==> config.mk <==
export PLATFORM = sky130hd
export DESIGN_NAME = instr_decode_ctrl
export DESIGN_NICKNAME = d
export VERILOG_FILES = /design/src/rtl/instr_decode_ctrl.sv
export SDC_FILE = /design/constraint.sdc
export NUM_CORES = 1
export LEC_CHECK = 0
export ABC_AREA = 1
export BUFFER_PORTS_ARGS = -buffer_cell sky130_fd_sc_hd__buf_2
export CAP_MARGIN = 20
export CORE_MARGIN = 8
export CORE_UTILIZATION = 36
export CTS_CLUSTER_DIAMETER = 200
export DETAILED_ROUTE_END_ITERATION = 8
export GPL_ROUTABILITY_DRIVEN = 0
export HOLD_SLACK_MARGIN = 0.02
export SETUP_SLACK_MARGIN = 0.5
export SLEW_MARGIN = 10
export SYNTH_ARGS = -nofsm -noshare
export SYNTH_HDL_FRONTEND = slang
export SYNTH_SLANG_ARGS = --single-unit
export TNS_END_PERCENT = 10
==> constraint.sdc <==
create_clock -name clk -period 7.8 [get_ports clk]
set_clock_uncertainty 0.15 [all_clocks]
set_input_delay 0.39 -clock clk [delete_from_list [all_inputs] [get_ports clk]]
set_output_delay 0.39 -clock clk [all_outputs]
set_load 0.03 [all_outputs]
==> src/rtl/instr_decode_ctrl.sv <==
// instr_decode_ctrl: fetch/decode/control stage feeding alu_and_reg.
// A three-state sequencer (FETCH -> EXEC -> WB) accepts one 16-bit instruction
// per pass, presents registered datapath controls for exactly the EXEC cycle,
// advances the PC (including conditional branches), and captures ALU flags
// into the psr during WB.
//
// Handshake: an instruction is transferred on a rising edge where instr_valid
// and instr_ready are both 1. instr_ready is 1 only in FETCH while run is 1.
// The source must hold instr stable while instr_valid is 1 and not yet
// accepted.
module instr_decode_ctrl #(
    parameter int                  PC_WIDTH = 16,
    parameter logic [PC_WIDTH-1:0] RESET_PC = '0,
    parameter logic [4:0]          NOREG    = 5'd16
) (
    input  logic                clk,
    input  logic                reset,
    input  logic                run,
    input  logic [15:0]         instr,
    input  logic                instr_valid,
    output logic                instr_ready,
    output logic [PC_WIDTH-1:0] pc,
    input  logic [4:0]          flags,
    output logic [7:0]          aluOp,
    output logic [4:0]          RegEn,
    output logic [4:0]          BufEnA,
    output logic [4:0]          BufEnB,
    output logic [15:0]         imm,
    output logic                immEn,
    output logic                cin,
    output logic [4:0]          psr,
    output logic                retire,
    output logic                illegal
);

    typedef enum logic [1:0] {
        S_FETCH = 2'd0,
        S_EXEC  = 2'd1,
        S_WB    = 2'd2
    } state_t;

    state_t state_q, state_d;

    logic [15:0]         ir_q;
    logic                upd_q;
    logic [PC_WIDTH-1:0] pc_q, pc_d;
    logic [4:0]          psr_q, psr_d;
    logic                accept;
    logic                taken;

    // Decoded controls for the instruction currently on the instr bus
    logic [7:0]  dec_aluop;
    logic [4:0]  dec_regen, dec_bufa, dec_bufb;
    logic [15:0] dec_imm;
    logic        dec_immen, dec_cin, dec_ill, dec_upd;

    assign accept = instr_valid && instr_ready;
    assign pc     = pc_q;
    assign psr    = psr_q;

    // State register
    always_ff @(posedge clk or posedge reset) begin
        if (reset) state_q <= S_FETCH;
        else       state_q <= state_d;
    end

    // Next-state logic: fixed three-cycle walk once an instruction is taken
    always_comb begin
        state_d = state_q;
        case (state_q)
            S_FETCH: if (accept) state_d = S_EXEC;
            S_EXEC:  state_d = S_WB;
            S_WB:    state_d = S_FETCH;
            default: state_d = S_FETCH;
        endcase
    end

    // FSM outputs: fetching is allowed only in FETCH with run asserted
    always_comb begin
        instr_ready = (state_q == S_FETCH) && run;
    end

    // Instruction decode; anything undecodable leaves the datapath idle
    always_comb begin
        dec_aluop = 8'h00;
        dec_regen = NOREG;
        dec_bufa  = NOREG;
        dec_bufb  = NOREG;
        dec_imm   = 16'h0000;
        dec_immen = 1'b0;
        dec_cin   = 1'b0;
        dec_ill   = 1'b0;
        dec_upd   = 1'b0;
        case (instr[15:12])
            4'h0: begin
                case (instr[7:4])
                    4'h1, 4'h2, 4'h3, 4'h5, 4'h9: begin
                        dec_aluop = {4'h0, instr[7:4]};
                        dec_bufa  = {1'b0, instr[11:8]};
                        dec_bufb  = {1'b0, instr[3:0]};
                        dec_regen = {1'b0, instr[11:8]};
                        dec_upd   = 1'b1;
                    end
                    4'hB: begin
                        dec_aluop = 8'h0B;
                        dec_bufa  = {1'b0, instr[11:8]};
                        dec_bufb  = {1'b0, instr[3:0]};
                        dec_upd   = 1'b1;
                    end
                    4'h6: begin
                        dec_aluop = 8'h05;
                        dec_bufa  = {1'b0, instr[11:8]};
                        dec_bufb  = {1'b0, instr[3:0]};
                        dec_regen = {1'b0, instr[11:8]};
                        dec_cin   = psr_q[4];
                        dec_upd   = 1'b1;
                    end
                    4'hD: begin
                        dec_aluop = 8'h05;
                        dec_bufb  = {1'b0, instr[3:0]};
                        dec_regen = {1'b0, instr[11:8]};
                    end
                    default: dec_ill = 1'b1;
                endcase
            end
            4'h1, 4'h2, 4'h3, 4'h5, 4'h9, 4'hB: begin
                dec_aluop = {4'h0, instr[15:12]};
                dec_bufa  = {1'b0, instr[11:8]};
                dec_immen = 1'b1;
                dec_upd   = 1'b1;
                if (instr[15:12] != 4'hB) dec_regen = {1'b0, instr[11:8]};
                // Logical ops take a zero-extended mask, arithmetic a signed value
                if (instr[15:12] == 4'h1 || instr[15:12] == 4'h2 || instr[15:12] == 4'h3)
                    dec_imm = {8'h00, instr[7:0]};
                else
                    dec_imm = {{8{instr[7]}}, instr[7:0]};
            end
            4'hD: begin
                dec_aluop = 8'h05;
                dec_immen = 1'b1;
                dec_imm   = {{8{instr[7]}}, instr[7:0]};
                dec_regen = {1'b0, instr[11:8]};
            end
            4'hC: ; // branch: no datapath activity, resolved in EXEC
            default: dec_ill = 1'b1;
        endcase
    end

    // Branch condition evaluated against the psr held during EXEC
    always_comb begin
        taken = 1'b0;
        if (ir_q[15:12] == 4'hC) begin
            case (ir_q[11:8])
                4'h0: taken = psr_q[1];
                4'h1: taken = !psr_q[1];
                4'h2: taken = psr_q[4];
                4'h3: taken = !psr_q[4];
                4'h4: taken = psr_q[2];
                4'h5: taken = !psr_q[2];
                4'h6: taken = psr_q[0];
                4'h7: taken = !psr_q[0];
                4'h8: taken = 1'b1;
                default: taken = 1'b0;
            endcase
        end
    end

    // Next PC and psr: pc moves on the EXEC closing edge, psr on the WB closing edge
    always_comb begin
        pc_d  = pc_q;
        psr_d = psr_q;
        if (state_q == S_EXEC)
            pc_d = taken ? pc_q + {{(PC_WIDTH-8){ir_q[7]}}, ir_q[7:0]}
                         : pc_q + {{(PC_WIDTH-1){1'b0}}, 1'b1};
        if (state_q == S_WB && upd_q)
            psr_d = flags;
    end

    // Architectural state and registered controls; controls are live only in EXEC
    always_ff @(posedge clk or posedge reset) begin
        if (reset) begin
            pc_q    <= RESET_PC;
            psr_q   <= 5'b00000;
            ir_q    <= 16'h0000;
            upd_q   <= 1'b0;
            aluOp   <= 8'h00;
            RegEn   <= NOREG;
            BufEnA  <= NOREG;
            BufEnB  <= NOREG;
            imm     <= 16'h0000;
            immEn   <= 1'b0;
            cin     <= 1'b0;
            retire  <= 1'b0;
            illegal <= 1'b0;
        end else begin
            pc_q    <= pc_d;
            psr_q   <= psr_d;
            retire  <= (state_q == S_EXEC);
            illegal <= accept && dec_ill;
            if (accept) begin
                ir_q  <= instr;
                upd_q <= dec_upd;
            end
            aluOp  <= accept ? dec_aluop : 8'h00;
            RegEn  <= accept ? dec_regen : NOREG;
            BufEnA <= accept ? dec_bufa  : NOREG;
            BufEnB <= accept ? dec_bufb  : NOREG;
            imm    <= accept ? dec_imm   : 16'h0000;
            immEn  <= accept ? dec_immen : 1'b0;
            cin    <= accept ? dec_cin   : 1'b0;
        end
    end

endmodule

==> metrics <==
run status completed; Critical Path AT roughly 2.9 ns; clk root buf sky130_fd_sc_hd__clkbuf_8; Via-to-Cell Ratio 4.670; dominant cell type by area after synthesis sky130_fd_sc_hd__dfrtp_1; number of synthesized register bits 72; number of synthesized flops with an enable pin 0; Critical Path, Cell by Cell inv_1, nor2_1, nand3b_1, nand2_1, nor2_1, nand3_2, nand2_2, or2_1, ha_1, inv_1, fa_1, inv_1, nand4_1, o211ai_2, a21oi_2, or2_1, nand3_1, nand2_1; distinct cell type count of the synthesized netlist 45; path type of the worst min-delay path input pin to async pin; pin count of the biggest net entering global routing 73; number of vias in the routed layout ~3100; synth top area cells sky130_fd_sc_hd__dfrtp_1 46%, sky130_fd_sc_hd__nand2_1 9.8%, sky130_fd_sc_hd__ha_1 5.0%; overall power consumption 0.001120 W; final global-route overflow total 0; TritonCTS clock tree yes; most common flop cell mapped by yosys sky130_fd_sc_hd__dfrtp_1; depth of the CTS H-tree 3; FP Rows 37; # hold bufs at CTS 0; residual antenna-violating net count after detailed routing 0; highest cell delay on the worst timing path 0.42 ns; setup violation total in the final timing report 0; die area 13990 um2; combined area of the multi-input logic cells between 1500 and 2000 um2; antenna diode instance count 0; pwr/cell area approximately 250 nW/um2; nature of the critical path startpoint register; area of the placeable core approximately 10000 um2; share of the clock period used by the worst path after layout 0.3570; Initial DRC Count 136; DP Area ~4300 um2; post-cts sizing count 0; number of filler instances in the final layout between 1000 and 1500; top fanout value on the critical path 7; Top-Level Pins 90; worst-case register-to-register setup slack approximately 5 ns; length in cells of the worst reg-to-reg path 18; Residual DRC 0; RSZ-0062 raised after global routing false; count of warnings emitted by yosys 0; Slew @ Worst Pin roughly 0.91 ns; worst rel slew slack 0.3902; FF+latch area roughly 1800 um2; Mapped Cells 441; slowest cell on the critical path sky130_fd_sc_hd__dfrtp_1; Final nets 564; worst setup path startpoint ir_q[8]$_DFFE_PP0P_; min Tclk post-route between 2 and 3 ns; half-perimeter wire length after placement 6743 um; # port buffers between 80 and 90; Clk network pwr share 0.243; area fraction of the dominant cell type after synthesis 0.4583; final hold vios 0; sequential element share of the synthesized area 0.4792; Net Switching between 0.0004 and 0.0005 W; fin. max-slew vios 0; Sequential Power Share 0.434; leakage power 2.479 nW; maximum clock path buffer count 2; count of TritonRoute iterations in the first routing pass 4; share of synthesized flip-flops with an asynchronous set or reset 1.000; share of post-route cells with drive strength above 1 0.2784; wire length of the first global-routing pass around 15000 um; crit path capture pc[10]$_DFFE_PP0P_; combinational share of power 0.322; overall global routing resource usage 0.1323; fraction of power spent switching nets 0.4029; mean instance size in the synthesized netlist approximately 8.5 um2; peak clock frequency supported by timing around 0.36 GHz; Worst path most repeated cell sky130_fd_sc_hd__inv_1; layout-stage area growth over the synthesis result 17.67%; Int Pwr 0.0006690 W; Routed WL per cell between 10 and 15 um; later-pin clock latency in the skew report between 0.3 and 0.4 ns; chip width around 120 um; clk sink count 72; worst flop-to-flop path endpoint pc[10]$_DFFE_PP0P_; Max Cap Violations 0; total detailed-routing wirelength 8975 um; clock edge transition at the registers on the reported setup and hold paths 0.09 ns; via count of the first global-routing pass ~3300; Finished Cell Area 4433 um2; most common library cell in the layout ignoring fill and taps sky130_fd_sc_hd__nand2_1; Die Y-Extent roughly 120 um; setup repair bufs after CTS 0; TritonCTS buffer count 9; beginning of the worst register-to-register path ir_q[8]$_DFFE_PP0P_; maximum VDD drop about 0.095 mV; nature of the critical path endpoint register; total negative slack for setup checks 0 ns; Worst Path Class, Setup register to register; Data required, critical path just under 8 ns; effective utilization at floorplan 0.3682; mapped cell area between 3000 and 4000 um2; highest-count cells in the layout ignoring fill and taps 98 x sky130_fd_sc_hd__nand2_1, 85 x sky130_fd_sc_hd__buf_2, 69 x sky130_fd_sc_hd__dfrtp_1, 49 x sky130_fd_sc_hd__inv_1, 42 x sky130_fd_sc_hd__nor2_1; number of antenna violations at the first check in global routing 0
## layer usage
layer / track usage / up-vias / part of all wire
met4: 0.03283 / 0 / 0.0085
met1: 0.1689 / 1444 / 0.48
met3: 0.04569 / 9 / 0.064
met5: 0 / - / 0
met2: 0.2099 / 85 / 0.45
li1: - / 1563 / -
## synthesized netlist by cell type, types with 2 or more instances
cell type,n
sky130_fd_sc_hd__a22oi_1,2
sky130_fd_sc_hd__o211ai_2,2
sky130_fd_sc_hd__ha_1,15
sky130_fd_sc_hd__inv_1,50
sky130_fd_sc_hd__a21o_1,2
sky130_fd_sc_hd__nand2_1,98
sky130_fd_sc_hd__buf_2,2
sky130_fd_sc_hd__nand3_2,4
sky130_fd_sc_hd__xnor2_1,6
sky130_fd_sc_hd__nor2_2,11
sky130_fd_sc_hd__dfstp_2,3
sky130_fd_sc_hd__inv_2,7
sky130_fd_sc_hd__xor2_1,2
sky130_fd_sc_hd__nand2_2,6
sky130_fd_sc_hd__nor3_2,2
sky130_fd_sc_hd__nand4_1,3
sky130_fd_sc_hd__buf_4,13
sky130_fd_sc_hd__o21ai_0,21
sky130_fd_sc_hd__o21ai_2,2
sky130_fd_sc_hd__nand3_1,20
sky130_fd_sc_hd__o211ai_1,2
sky130_fd_sc_hd__nand3b_1,3
sky130_fd_sc_hd__o21ai_1,5
sky130_fd_sc_hd__or2_1,5
sky130_fd_sc_hd__clkbuf_1,2
sky130_fd_sc_hd__nor2_1,42
sky130_fd_sc_hd__dfrtp_1,69
sky130_fd_sc_hd__nor3_1,3
sky130_fd_sc_hd__a31oi_1,5
sky130_fd_sc_hd__mux2_2,4
sky130_fd_sc_hd__a21oi_1,16
## state kept, by name (all words and copies together), names as in the netlist
signal and cells:
ir_q 16, pc 16, imm 9, BufEnA 5
BufEnB 5, RegEn 5, psr 5, aluOp 4
state_q 2, cin 1, illegal 1, immEn 1
retire 1, upd_q 1
## worst max-delay path, delay by kind of cell, from the launching register on
family | cells | cell delay [ns]
AOI/OAI and AO/OA | 2 | 0.21
buffers and inverters | 3 | 0.26
and+or+nand+nor | 11 | 1.14
DFF | 1 | 0.42
adders and majority gates | 2 | 0.50
## worst min path at each step
stage | startpoint | to | slack, ns | cells past startpoint
floorplan | ir_q[0]$_DFFE_PP0P_ | ir_q[0]$_DFFE_PP0P_ | 0.30 | 2
global placement | ir_q[6]$_DFFE_PP0P_ | ir_q[6]$_DFFE_PP0P_ | 0.32 | 2
detailed placement | ir_q[15]$_DFFE_PP0P_ | ir_q[15]$_DFFE_PP0P_ | 0.32 | 2
CTS | flags[3] | psr[3]$_DFFE_PP0P_ | 0.11 | 2
global route | flags[3] | psr[3]$_DFFE_PP0P_ | 0.12 | 2
finish | reset | pc[11]$_DFFE_PP0P_ | 0.12 | 3
## final cells by class
cell class	instances	share of cell area
timing repair buffer	86	0.09766
sequential	72	0.4073
clock inverter	6	0.01129
multi-input combinational	295	0.3661
inverter	59	0.05052
tap	136	0.03839
clock buffer	10	0.02879
## power groups by stage
stage | Combinational (W) | Sequential [W] | Clock [W]
after floorplan | 0.000178 | 0.000572 | 0
final | 0.000361 | 0.000487 | 0.000273
after CTS | 0.000366 | 0.000487 | 0.000281
after global placement | 0.000359 | 0.000493 | 0
after detailed placement | 0.000364 | 0.000494 | 0
after global routing | 0.000400 | 0.000498 | 0.000296
## logic make-up after synthesis
group                    count (synthesis)  share of synthesized area
multiplexers                             4                    0.01196
AND/OR/NAND/NOR                        201                     0.2434
XOR/XNOR                                 8                    0.01860
other                                    1                  0.0009954
adder cells (fa/ha/maj)                 16                    0.05513
AO/OA/AOI/OAI                           62                    0.09764
flip-flops                              72                     0.4792
buffers and inverters                   77                    0.09299
## stage by stage
stage	util	hold slack [ns]	worst slack, ns	std cells
after floorplan	-	0.2955	5.119	444
after detailed placement	0.4159	0.3201	5.019	648
after global placement	0.4159	0.3162	5.048	648
after CTS	0.4333	0.1116	4.989	664
after global routing	0.4333	0.1172	4.706	664
final	0.4333	0.1223	5.015	664
(Power assumes the default switching activity.)
